File: config.mk
export PLATFORM = sky130hd
export DESIGN_NAME = event_arbiter_scheduler
export DESIGN_NICKNAME = d
export VERILOG_FILES = /design/src/rtl/event_sched_pkg.sv /design/src/rtl/temp_hysteresis.sv /design/src/rtl/event_arbiter_scheduler.sv
export SDC_FILE = /design/constraint.sdc
export NUM_CORES = 1
export LEC_CHECK = 0
export ABC_AREA = 0
export BUFFER_PORTS_ARGS = -buffer_cell sky130_fd_sc_hd__buf_2
export CAP_MARGIN = 25
export CORE_MARGIN = 1
export CORE_UTILIZATION = 55
export DETAILED_ROUTE_END_ITERATION = 16
export HOLD_SLACK_MARGIN = 0.1
export PLACE_DENSITY = 0.76
export SLEW_MARGIN = 30
export SYNTH_ARGS = -nofsm -noshare
export SYNTH_HDL_FRONTEND = slang
export SYNTH_SLANG_ARGS = --single-unit
File: constraint.sdc
create_clock -name clk -period 4.3 [get_ports clk]
set_input_delay 0.215 -clock clk [delete_from_list [all_inputs] [get_ports clk]]
set_output_delay 0.215 -clock clk [all_outputs]
set_load 0.01 [all_outputs]
File: src/rtl/event_sched_pkg.sv
// event_sched_pkg: shared types and helpers for event_arbiter_scheduler.
// Holds the scheduler state encoding, a constant-friendly clog2, the display
// code width derivation and the round-robin search used by the arbiter.
package event_sched_pkg;

    typedef enum logic [1:0] {
        IDLE  = 2'd0,
        SERVE = 2'd1,
        GAP   = 2'd2
    } state_t;

    // Widest pending vector supported (14 sensors + heater + cooler).
    localparam int unsigned MAX_VEC = 16;
    localparam int unsigned IDX_W   = 4;

    // Smallest r such that 2**r >= value.
    function automatic int unsigned clog2(input int unsigned value);
        int unsigned r;
        r = 0;
        for (int i = 0; i < 32; i++) begin
            if ((64'd1 << i) < 64'(value)) begin
                r = r + 1;
            end
        end
        return r;
    endfunction

    // Display carries index+1 for NUM_CH+2 channels plus the "none" code 0.
    function automatic int unsigned code_width(input int unsigned num_ch);
        return clog2(num_ch + 3);
    endfunction

    // First set bit strictly after start, wrapping from n-1 to 0.
    // With start = n-1 this degenerates to the lowest set index.
    function automatic logic [IDX_W-1:0] rr_next(input logic [MAX_VEC-1:0] vec,
                                                 input int unsigned     n,
                                                 input int unsigned     start);
        logic [IDX_W-1:0] idx;
        logic             found;
        int unsigned      pos;
        idx   = '0;
        found = 1'b0;
        for (int unsigned k = 1; k <= MAX_VEC; k++) begin
            pos = start + k;
            if (pos >= n) begin
                pos = pos - n;
            end
            if (!found && (k <= n) && vec[pos[IDX_W-1:0]]) begin
                idx   = pos[IDX_W-1:0];
                found = 1'b1;
            end
        end
        return idx;
    endfunction

endpackage

File: src/rtl/temp_hysteresis.sv
// temp_hysteresis: registered heater/cooler requests with a hysteresis band
// around each threshold. Disabling the sensor clears both requests.
module temp_hysteresis
    import event_sched_pkg::*;
#(
    parameter int unsigned TEMP_W    = 6,
    parameter int unsigned TEMP_LOW  = 8,
    parameter int unsigned TEMP_HIGH = 30,
    parameter int unsigned HYST      = 2
)(
    input  logic              clk,
    input  logic              reset_n,
    input  logic              temp_en,
    input  logic [TEMP_W-1:0] temperature,
    output logic              heat_req,
    output logic              cool_req
);

    localparam logic [TEMP_W-1:0] HEAT_ON  = TEMP_W'(TEMP_LOW);
    localparam logic [TEMP_W-1:0] HEAT_OFF = TEMP_W'(TEMP_LOW + HYST);
    localparam logic [TEMP_W-1:0] COOL_ON  = TEMP_W'(TEMP_HIGH);
    localparam logic [TEMP_W-1:0] COOL_OFF = TEMP_W'(TEMP_HIGH - HYST);

    // Set/clear/hold each request; inside the band the previous value holds.
    always_ff @(posedge clk or negedge reset_n) begin
        if (!reset_n) begin
            heat_req <= 1'b0;
            cool_req <= 1'b0;
        end else begin
            if (!temp_en || temperature >= HEAT_OFF) begin
                heat_req <= 1'b0;
            end else if (temperature <= HEAT_ON) begin
                heat_req <= 1'b1;
            end

            if (!temp_en || temperature <= COOL_OFF) begin
                cool_req <= 1'b0;
            end else if (temperature >= COOL_ON) begin
                cool_req <= 1'b1;
            end
        end
    end

endmodule

File: src/rtl/event_arbiter_scheduler.sv
// event_arbiter_scheduler: arbitrates NUM_CH level sensor requests plus the
// heater/cooler requests, holds each grant for DWELL_CYCLES and then forces a
// single all-off cycle before the next grant (break-before-make).
// Optional macro PREEMPT_EN: in fixed-priority mode, a pending request with a
// lower index than the one being served aborts the dwell.
module event_arbiter_scheduler
    import event_sched_pkg::*;
#(
    parameter int unsigned NUM_CH       = 5,
    parameter int unsigned TEMP_W       = 6,
    parameter int unsigned TEMP_LOW     = 8,
    parameter int unsigned TEMP_HIGH    = 30,
    parameter int unsigned HYST         = 2,
    parameter int unsigned DWELL_CYCLES = 4,
    localparam int unsigned N           = NUM_CH + 2,
    localparam int unsigned CODE_W      = code_width(NUM_CH)
)(
    input  logic              clk,
    input  logic              reset_n,
    input  logic [NUM_CH-1:0] req,
    input  logic              temp_en,
    input  logic [TEMP_W-1:0] temperature,
    input  logic              rr_mode,
    output logic [N-1:0]      grant,
    output logic [CODE_W-1:0] display,
    output logic              busy
);

    localparam int unsigned       CNT_W    = (DWELL_CYCLES > 1) ? clog2(DWELL_CYCLES) : 1;
    localparam logic [CNT_W-1:0]  CNT_LOAD = CNT_W'(DWELL_CYCLES - 1);
    localparam logic [IDX_W-1:0]  LAST_RST = IDX_W'(NUM_CH + 1);
    localparam logic [MAX_VEC-1:0] ONE_V   = MAX_VEC'(1);

    state_t              state_q, state_d;
    logic                heat_req, cool_req;
    logic [N-1:0]        pend;
    logic [MAX_VEC-1:0]  pend_ext;
    logic [MAX_VEC-1:0]  win_onehot;
    logic [IDX_W-1:0]    win;
    logic [IDX_W-1:0]    last_q, last_d;
    logic [CNT_W-1:0]    cnt_q, cnt_d;
    logic [N-1:0]        grant_d;
    logic [CODE_W-1:0]   display_d;
    logic                busy_d;
    logic                arbitrate;
    logic                preempt;

    temp_hysteresis #(
        .TEMP_W    (TEMP_W),
        .TEMP_LOW  (TEMP_LOW),
        .TEMP_HIGH (TEMP_HIGH),
        .HYST      (HYST)
    ) u_temp (
        .clk         (clk),
        .reset_n     (reset_n),
        .temp_en     (temp_en),
        .temperature (temperature),
        .heat_req    (heat_req),
        .cool_req    (cool_req)
    );

    assign pend = {cool_req, heat_req, req};

    // Zero-extend the pending vector to the width the package helpers expect.
    always_comb begin
        pend_ext        = '0;
        pend_ext[N-1:0] = pend;
    end

    // Fixed priority is the round-robin search started from the top index.
    assign win        = rr_mode ? rr_next(pend_ext, N, {{(32-IDX_W){1'b0}}, last_q})
                                : rr_next(pend_ext, N, N - 1);
    assign win_onehot = ONE_V << win;

`ifdef PREEMPT_EN
    logic [MAX_VEC-1:0] lower_mask;
    assign lower_mask = (ONE_V << last_q) - ONE_V;
    assign preempt    = !rr_mode && ((pend_ext & lower_mask) != '0);
`else
    assign preempt    = 1'b0;
`endif

    // Next-state and next-output logic; last_q names the channel being served.
    // GAP is the single all-off cycle, so arbitration happens on its exit edge.
    always_comb begin
        state_d   = state_q;
        grant_d   = grant;
        display_d = display;
        busy_d    = busy;
        cnt_d     = cnt_q;
        last_d    = last_q;
        arbitrate = 1'b0;

        case (state_q)
            IDLE: arbitrate = 1'b1;
            SERVE: begin
                if (!pend_ext[last_q] || (cnt_q == '0) || preempt) begin
                    state_d   = GAP;
                    grant_d   = '0;
                    display_d = '0;
                    busy_d    = 1'b0;
                end else begin
                    cnt_d = cnt_q - 1'b1;
                end
            end
            GAP:  arbitrate = 1'b1;
            default: begin
                state_d   = IDLE;
                grant_d   = '0;
                display_d = '0;
                busy_d    = 1'b0;
            end
        endcase

        if (arbitrate) begin
            state_d   = IDLE;
            grant_d   = '0;
            display_d = '0;
            busy_d    = 1'b0;
            if (pend != '0) begin
                state_d   = SERVE;
                grant_d   = win_onehot[N-1:0];
                display_d = CODE_W'(win) + CODE_W'(1);
                busy_d    = 1'b1;
                cnt_d     = CNT_LOAD;
                last_d    = win;
            end
        end
    end

    // State and registered outputs; reset clears everything asynchronously.
    always_ff @(posedge clk or negedge reset_n) begin
        if (!reset_n) begin
            state_q <= IDLE;
            grant   <= '0;
            display <= '0;
            busy    <= 1'b0;
            cnt_q   <= '0;
            last_q  <= LAST_RST;
        end else begin
            state_q <= state_d;
            grant   <= grant_d;
            display <= display_d;
            busy    <= busy_d;
            cnt_q   <= cnt_d;
            last_q  <= last_d;
        end
    end

endmodule

==> Implementation_results.wiki <==
{| class="wikitable"
! Metric !! Value
|-
| DP HPWL || 9.521 mm
|-
| Worst slack after detailed placement || -0.002562 ns
|-
| Synthesized area per cell || 7.946 sq um
|-
| Maximum achievable frequency || 242.4 MHz
|-
| Initial standard-cell utilization of the core || 58.24%
|-
| Count of final setup violators || 0
|-
| Worst-case clock skew || 0.003313 ns
|-
| Placeable core area || 6495 sq um
|-
| CP Data Required Time || 4.46 ns
|-
| Number of enable-type register cells in the synthesized netlist || 0
|-
| Endpoint type of the worst setup path || register
|-
| Number of max-slew violations in the final report || 0
|-
| Setup slack of the most critical reg-to-reg path || 0.17 ns
|-
| Remaining global-route overflow || 0
|-
| Clock network latency to the later pin of the worst-skew pair || 0.27 ns
|-
| Max_slew headroom || 62.13%
|-
| Tot GR Track Use || 35.80%
|-
| Per-cell via count in the routed design || 6.928
|-
| Number of failing hold endpoints at the final stage || 0
|-
| Flip-flop and latch count after synthesis || 20
|-
| Class of the worst hold path || input pin to register
|-
| Layout cell share with drive strength beyond 1 || 30.65%
|-
| Weighted congestion reported at the end of routability-driven placement || 1.068
|-
| Antenna Diode Count || 0
|-
| Period utilisation layout || 95.94%
|-
| Deepest clock path buffer count || 2
|-
| Sinks on Clock Net || 20
|-
| Post-route setup slack || 0.1748 ns
|-
| Final routed wire length divided by cell count || 21.13 microns
|-
| Worst-path maximum fanout || 5
|-
| Main area contributors after synthesis || dfrtp_1 12%, ha_1 6.6%, nand2_1 4.4%
|-
| Number of routed nets with antenna violations || 0
|-
| Die height || 84.93 microns
|-
| Number of core rows || 29
|-
| Type of the worst setup path || register to register
|-
| Proportion of synthesized flip-flops having asynchronous set or reset || 100.0%
|-
| Source of the critical timing path || last_q[1]$_DFFE_PN1P_
|-
| Clock transition at the register clock pins on the worst setup and hold paths after CTS || 0.08 ns
|-
| Worst Reg-to-Reg Cells || 18
|-
| Die Span X || 84.93 microns
|-
| Arrival time worst endpoint || 4.29 ns
|-
| Largest net degree at the start of global routing || 25
|-
| Top cell type by total area after synthesis || dfrtp_1
|-
| Post-route minimum period || 4.125 ns
|-
| DRC Markers || 0
|-
| Slew at the pin closest to its max-slew limit || 0.5680 ns
|-
| Number of I/O pins || 26
|-
| Wire length of the first global-routing pass || 20.62 mm
|-
| Proportion of synthesized chip area in sequential cells || 13.30%
|-
| Dominant register cell in the synthesized netlist || dfrtp_1
|-
| Startpoint kind of the worst setup timing path || register
|-
| Number of unique standard cell types used by synthesis || 96
|-
| Vias in the first global route || 4,113
|-
| Full die area || 7212 sq um
|-
| Setup Total Neg Slack || 0 ns
|-
| Worst R2R End || grant[4]$_DFFE_PN0P_
|-
| Launching point of the worst reg2reg path || last_q[1]$_DFFE_PN1P_
|-
| Number of I/O port buffers || 25
|-
| Fraction of post-synthesis cell area in the top cell type by area || 11.91%
|-
| Buffer cell driving the clock tree root || clkbuf_8
|-
| TritonCTS clock tree || built
|-
| Layout overhead on the synthesized area || 16.84%
|-
| Nets || 558
|-
| Max_cap viols || 0
|-
| Run status || finished, final reports clean
|-
| CTS HTree Levels || 1
|-
| Timing endpoint of the critical path || grant[4]$_DFFE_PN0P_
|-
| Total detailed-routing wirelength || 12.66 mm
|-
| Initial antenna violation count || 0
|-
| Initial DRC count || 372
|-
| Synthesis warning total || 0
|-
| Overall via count from detail_route || 4,150
|-
| Drt first pass iters || 7
|-
| Number of buffers created by CTS || 3
|-
| Number of nets in the synthesized netlist || 511
|-
| Cells after Synth || 476
|-
| Netlist area before placement || 3782 sq um
|}
repair_timing:
item	4_1_cts	5_1_grt
pin swaps	1	11
hold buffers	1	0
endpoints found under the setup margin	6	9
hold endpoints to repair	18	0
buffers inserted	0	6
gates resized for setup	1	37
registers in the layout, summed over array words and instances, names as in the netlist:
name             cells
state_q              2
u_temp.heat_req      1
display              3
cnt_q                2
u_temp.cool_req      1
last_q               4
grant                7
placed cells by master, fill, tap and decap left out, types with 4 or more instances in the layout:
cell	count
a21o_1	4
a21oi_1	23
a22oi_1	4
a31o_1	4
a31oi_1	5
a32o_1	4
and2_1	7
buf_2	25
buf_4	52
dfrtp_1	17
ha_1	11
ha_2	9
inv_1	17
mux2i_1	15
nand2_1	43
nand2b_1	14
nand3_1	21
nand4_1	9
nor2_1	31
nor2b_1	8
nor3_1	6
o2111ai_1	4
o21ai_0	23
o21ai_1	5
o21ai_2	4
o22ai_1	7
o31ai_1	4
xnor2_1	11
xnor2_2	4
per-stage QoR:
stage / util [%] / hold slack (ns) / instances / cell area [sq um]
after global routing: 68.04 / 0.1745 / 599 / 4419
final: 68.04 / 0.1689 / 599 / 4419
after floorplan: - / -0.08059 / 476 / 3787
after CTS: 65.32 / 0.1719 / 593 / 4243
after global placement: 64.03 / 0.1794 / 588 / 4159
after detailed placement: 64.03 / 0.1843 / 588 / 4159
critical path, stage by stage (launching register included):
cell	delay, ns
dfstp_2	0.53
inv_1	0.06
buf_4	0.16
ha_2	0.20
buf_4	0.16
a22o_4	0.24
o211ai_2	0.14
a311oi_2	0.13
o41ai_4	0.53
o211ai_2	0.22
nor4b_4	0.36
buf_4	0.19
nand4_1	0.09
and4_1	0.18
o21ai_2	0.16
inv_2	0.08
ha_1	0.19
a32o_1	0.21
a31o_1	0.17
synthesized netlist by cell type (all sizes together), types with 4 or more instances:
library cell	count
ha	20
nand2	44
clkbuf	18
a2bb2oi	5
o211ai	5
a2111oi	6
nor2	33
a32o	4
nor3	8
mux2i	15
a21o	4
o21ai	32
nand4	9
a311oi	4
dfrtp	18
o22ai	7
nor4b	5
o31ai	7
nand3	21
xnor2	15
a211oi	4
a31oi	5
o2111ai	4
a22oi	5
inv	20
nor2b	9
nand2b	15
buf	19
a21oi	27
or2	5
and2	7
o221ai	4
a31o	5
or3	4
layer usage:
layer | GRT usage, % | up-vias | routed length, microns
li1 | - | 1901 | -
met1 | 47.21 | 1940 | 5137
met2 | 57.80 | 252 | 5733
met3 | 4.280 | 57 | 1169
met4 | 18.49 | 0 | 615
met5 | 0 | - | 0
kinds of logic after synthesis:
family / share of synthesized area [%]
DFF: 13.30
adders and majority gates: 6.616
xor gates and xnor gates: 5.260
and+or+nand+nor: 25.24
AOI/OAI and AO/OA: 36.69
muxes: 5.557
buffers and inverters: 7.343
layout make-up:
class | instances | area (sq um)
Clock buffer | 3 | 41.29
Clock inverter | 1 | 30.03
Fill cell | 528 | 2076
Inverter | 20 | 75.07
Multi-Input combinational cell | 399 | 3136
Sequential cell | 20 | 504.2
Tap cell | 77 | 96.34
Timing Repair Buffer | 79 | 536.8
worst min path at each step:
stage / slack, ns / depth (start not counted) / end / from
floorplan: -0.08 / 0 / cnt_q[0]$_DFF_PN0_ / reset_n
global placement: 0.18 / 1 / u_temp.heat_req$_DFFE_PN0P_ / reset_n
detailed placement: 0.18 / 1 / grant[3]$_DFFE_PN0P_ / reset_n
CTS: 0.17 / 2 / u_temp.cool_req$_DFFE_PN0P_ / temp_en
global route: 0.17 / 2 / u_temp.cool_req$_DFFE_PN0P_ / temp_en
finish: 0.17 / 2 / u_temp.cool_req$_DFFE_PN0P_ / temp_en
Power is left out: the tool's default activity adds up to more than one toggle a clock period on the data nets, which glitch-free logic cannot reach.
